===== src/rtl/jimmy_fetch_unit.sv =====
// Instruction fetch sequencer for the Jimmy 8-bit CPU.
// Walks the program counter over a combinational program memory and assembles
// one- and two-byte instructions. Each complete instruction is handed to the
// decoder over a valid/ready handshake. Branch redirects and halt are handled
// here as well.
//
// Ports:
//   program_clk    - system clock, rising edge
//   reset          - synchronous, active-high reset
//   address_bus    - program memory address (always the PC)
//   data_bus       - program memory read data, combinational from address_bus
//   halt           - freezes fetching while high
//   redirect       - one-cycle branch/jump request
//   redirect_addr  - new PC, sampled with redirect
//   instr_valid    - a complete instruction is presented
//   instr_ready    - decoder accepts the presented instruction
//   instr_opcode   - first instruction byte
//   instr_imm      - second byte, 8'h00 for one-byte instructions
//   instr_two_byte - presented instruction is two bytes long
//   instr_pc       - address of the presented opcode byte
//   instr_count    - saturating count of accepted instructions
module jimmy_fetch_unit #(
  parameter logic [7:0]  RESET_PC = 8'h00,
  parameter int unsigned CNT_W    = 16
) (
  input  logic             program_clk,
  input  logic             reset,
  output logic [7:0]       address_bus,
  input  logic [7:0]       data_bus,
  input  logic             halt,
  input  logic             redirect,
  input  logic [7:0]       redirect_addr,
  output logic             instr_valid,
  input  logic             instr_ready,
  output logic [7:0]       instr_opcode,
  output logic [7:0]       instr_imm,
  output logic             instr_two_byte,
  output logic [7:0]       instr_pc,
  output logic [CNT_W-1:0] instr_count
);

  typedef enum logic [1:0] {StFetchOp, StFetchImm, StPresent} state_e;

  state_e           state_q;
  logic [7:0]       pc_q;
  logic [7:0]       opcode_q;
  logic [7:0]       imm_q;
  logic [7:0]       instr_pc_q;
  logic             two_byte_q;
  logic             valid_q;
  logic [CNT_W-1:0] count_q;

  logic             op_is_two_byte;
  logic             accept;
  logic [CNT_W-1:0] count_inc;

  always_comb begin
    // Two-byte opcodes: b[7:6]==2'b10 with b[5:4] in {00,10}, i.e. bit 4 clear.
    op_is_two_byte = (data_bus[7:6] == 2'b10) && !data_bus[4];
    accept         = (state_q == StPresent) && instr_ready;
    count_inc      = (&count_q) ? count_q : count_q + CNT_W'(1);
  end

  always_ff @(posedge program_clk) begin
    if (reset) begin
      state_q    <= StFetchOp;
      pc_q       <= RESET_PC;
      opcode_q   <= 8'h00;
      imm_q      <= 8'h00;
      instr_pc_q <= 8'h00;
      two_byte_q <= 1'b0;
      valid_q    <= 1'b0;
      count_q    <= '0;
    end else if (redirect) begin
      // An instruction accepted in the same cycle still counts; anything
      // partially fetched or presented-but-unaccepted is dropped.
      state_q <= StFetchOp;
      pc_q    <= redirect_addr;
      valid_q <= 1'b0;
      if (accept) begin
        count_q <= count_inc;
      end
    end else begin
      unique case (state_q)
        StFetchOp: begin
          if (!halt) begin
            opcode_q   <= data_bus;
            instr_pc_q <= pc_q;
            pc_q       <= pc_q + 8'd1;
            if (op_is_two_byte) begin
              state_q <= StFetchImm;
            end else begin
              imm_q      <= 8'h00;
              two_byte_q <= 1'b0;
              valid_q    <= 1'b1;
              state_q    <= StPresent;
            end
          end
        end
        StFetchImm: begin
          if (!halt) begin
            imm_q      <= data_bus;
            pc_q       <= pc_q + 8'd1;
            two_byte_q <= 1'b1;
            valid_q    <= 1'b1;
            state_q    <= StPresent;
          end
        end
        StPresent: begin
          // Halt does not block the handshake; it takes effect in StFetchOp.
          if (instr_ready) begin
            count_q <= count_inc;
            valid_q <= 1'b0;
            state_q <= StFetchOp;
          end
        end
        default: begin
          state_q <= StFetchOp;
          valid_q <= 1'b0;
        end
      endcase
    end
  end

  assign address_bus    = pc_q;
  assign instr_valid    = valid_q;
  assign instr_opcode   = opcode_q;
  assign instr_imm      = imm_q;
  assign instr_two_byte = two_byte_q;
  assign instr_pc       = instr_pc_q;
  assign instr_count    = count_q;

endmodule


===== config.mk =====
export PLATFORM = sky130hd
export DESIGN_NAME = jimmy_fetch_unit
export DESIGN_NICKNAME = d
export VERILOG_FILES = /design/src/rtl/jimmy_fetch_unit.sv
export SDC_FILE = /design/constraint.sdc
export NUM_CORES = 1
export LEC_CHECK = 0
export ABC_AREA = 1
export CAP_MARGIN = 5
export CORE_MARGIN = 5
export CORE_UTILIZATION = 51
export DETAILED_ROUTE_END_ITERATION = 10
export GPL_TIMING_DRIVEN = 0
export PLACE_DENSITY_LB_ADDON = 0.2
export SETUP_SLACK_MARGIN = 0.15
export SYNTH_ARGS = -nofsm -noshare
export SYNTH_HDL_FRONTEND = slang
export SYNTH_SLANG_ARGS = --single-unit

===== constraint.sdc =====
create_clock -name program_clk -period 4.05 [get_ports program_clk]
set_clock_uncertainty 0.1 [all_clocks]
set_input_delay 0.81 -clock program_clk [delete_from_list [all_inputs] [get_ports program_clk]]
set_output_delay 0.81 -clock program_clk [all_outputs]
set_load 0.03 [all_outputs]

==> qor.csv <==
stage,metric,value,unit
timing,tns,0,ns
global_route,antenna_found_initial,0,
clock_tree,root_buffer,clkbuf_8,
cells_and_area,finalNetCount,458,
clock_tree,htree_levels,2,
clock_tree,ctsResizeCount,0,
timing,drv_slew,0,
timing,relSlewSlack,0.550,
clock_tree,tritoncts,yes,
routing,drt-total-wl,6660,um
synthesis,synth_warnings,0,
timing,fin_crit_sh,0.599,
pwr,p_per_area,307,nW/um2
clock_tree,cts_hold_buf,0,
timing,fmax,412,MHz
pwr,p_switching,0.296,mW
timing,grt_setup_unrepaired,no,
die,die_area,6300,um2
routing,num_vias,2589,
place,io_buffers,68,
routing,drt_iter0_markers,159,
timing,postLayoutSetupSlackWorst,1.63,ns
clock_tree,clock_sinks,52,
die,core-area,4690,um2
global_route,grt_max_degree,18,
routing,drcViolationCount,0,
timing,setup_violations,0,
critical_path,cpLargestDelayFamily,buffers and inverters,
job,cap_viol_max_count,0,
pwr,p_leak,1.20,nW
global_route,grtUsageTotal,0.222,
timing,worstMarginPinSlew,0.675,ns
clock_tree,worstSkewPairLatency,0.31,ns
critical_path,end_kind,output port,
cells_and_area,area_delta_synth_final,34.1,%
global_route,grt_pass1_wl,11000,um
critical_path,slowest_delay,0.73,ns
critical_path,worstPathCellList,clkdlybuf4s50_1,
pwr,combPwrFrac,0.152,
clock_tree,clockBufferDepth,2,
global_route,grt_pass1_vias,2412,
critical_path,critPathMaxFanout,6,
clock_tree,cts_buffers,5,
cells_and_area,drive_gt1_frac,0.0688,
pwr,switching_share,0.292,
pwr,p_int,0.716,mW
pwr,power,1.01,mW
die,die_h,79.4,um
synthesis,synth_seq_cells,52,
synthesis,synth_area_per_cell,6.82,um2
clock_tree,post_cts_buffers,0,
die,initial_utilization,0.523,
pwr,pwr-share-seq,0.539,
hold_path,hold_path_class,register to register,
synthesis,syn_area,2460,um2
place,place_ws,1.51,ns
pwr,peakVddDrop,0.000194,V
critical_path,critPathLaunchType,register,
place,place_congestion,0.887,
place,dpl.hpwl,4930,um
synthesis,synth_nets,383,
die,io_pins,71,
routing,wl_per_cell,13.6,um
global_route,overflow,0,
routing,via_per_inst,5.28,
die,die_w,79.4,um
outcome,status,"complete, no violations",
routing,ant_nets,0,
synthesis,ys_seq_area_frac,0.424,
synthesis,synthCells,360,
die,rows,25,
synthesis,yosysUniqueCellTypes,25,
pwr,clkPwrFrac,0.309,
clock_tree,clk_transition_reported_paths,0.10,ns
critical_path,worstSetupPathType,register to output port,
cells_and_area,diodes,0,
timing,period_minus_slack,2.42,ns
critical_path,crit_buf_inv,1,
timing,finalHoldViolCount,0,
routing,drt_first_pass_iters,4,
critical_path,worstPathRequired,3.14,ns
critical_path,slowest_stage,clkdlybuf4s50_1,
critical_path,worstPathArrival,1.51,ns
final timing paths:
| path | start | endpoint | slack, ns | cells after the start |
|---|---|---|---|---|
| setup / recovery | address_bus[5] | address_bus[5] | 1.63 | 1 |
| hold / removal | instr_pc[0] | instr_pc[0] | 0.37 | 2 |
| setup reg to reg | instr_count[1] | instr_count[9] | 2.30 | 11 |
| hold reg to reg | instr_pc[0] | instr_pc[0] | 0.37 | 2 |
state kept, by name, summed over array words and instances (netlist names):
signal and cells:
instr_count 16, address_bus 8, instr_imm 8, instr_opcode 8, instr_pc 8, state_q 2
instr_two_byte 1, instr_valid 1
final cells by class:
type | instances | area, um2
plain buffers | 11 | 60.1
clock buffers | 5 | 68.8
clock inverters | 3 | 21.3
fillers | 414 | 1400
inverters | 35 | 131
multi-input cells | 262 | 1220
flip-flops and latches | 52 | 1040
well taps | 54 | 67.6
repair buffers | 68 | 681
power groups by stage:
stage               Clock (mW)  Combinational, mW  Sequential [mW]
floorplan                    0             0.0505            0.587
finish                   0.313              0.154            0.545
detailed placement           0              0.154            0.556
global route             0.340              0.167            0.548
global placement             0              0.152            0.556
CTS                      0.316              0.155            0.545
layout by cell type (no fill, tap or decap), types with 8 or more instances in the layout:
master           synthesis  routed
a21oi_1                 31      31
clkdlybuf4s50_1          0      68
dfxtp_1                 52      52
inv_1                   34      34
nand2_1                 95      95
nand3_1                 23      23
nand4_1                  8       8
nor2_1                  47      47
o21ai_0                 27      27
cells by family after synthesis:
family	synth area share
flip-flops	0.424
adder cells (fa/ha/maj)	0.0102
buffers and inverters	0.0779
AO/OA/AOI/OAI	0.145
AND/OR/NAND/NOR	0.322
XOR/XNOR	0.0214
synth_stat cells (all sizes together):
library cell,n,area [um2]
a31oi,5,31.3
clkbuf,5,18.8
xnor2,1,8.76
or2,1,6.26
nand2,100,388
nand3,23,115
a21oi,34,181
buf,6,41.3
nor2,53,219
nor3,1,5.00
ha,2,25.0
nand3b,1,7.51
a211oi,1,7.51
inv,35,131
nand4,8,50.1
xor2,5,43.8
dfxtp,52,1040
o21ai,27,135
stage by stage:
step                utilization  instance area (um2)  cells  hold WS (ns)
global route              0.702                 3290    490         0.394
floorplan                     -                 2460    360         0.469
global placement          0.683                 3200    482         0.350
finish                    0.702                 3290    490         0.366
CTS                       0.702                 3290    490         0.368
detailed placement        0.683                 3200    482         0.354
metal layers:
layer	up-vias	global-route usage	part of all wire
li1	1307	-	-
met1	1188	0.270	0.43
met2	84	0.378	0.51
met3	10	0.0497	0.052
met4	0	0.0911	0.017
met5	-	0	0
Power figures use the tool's default switching activity.
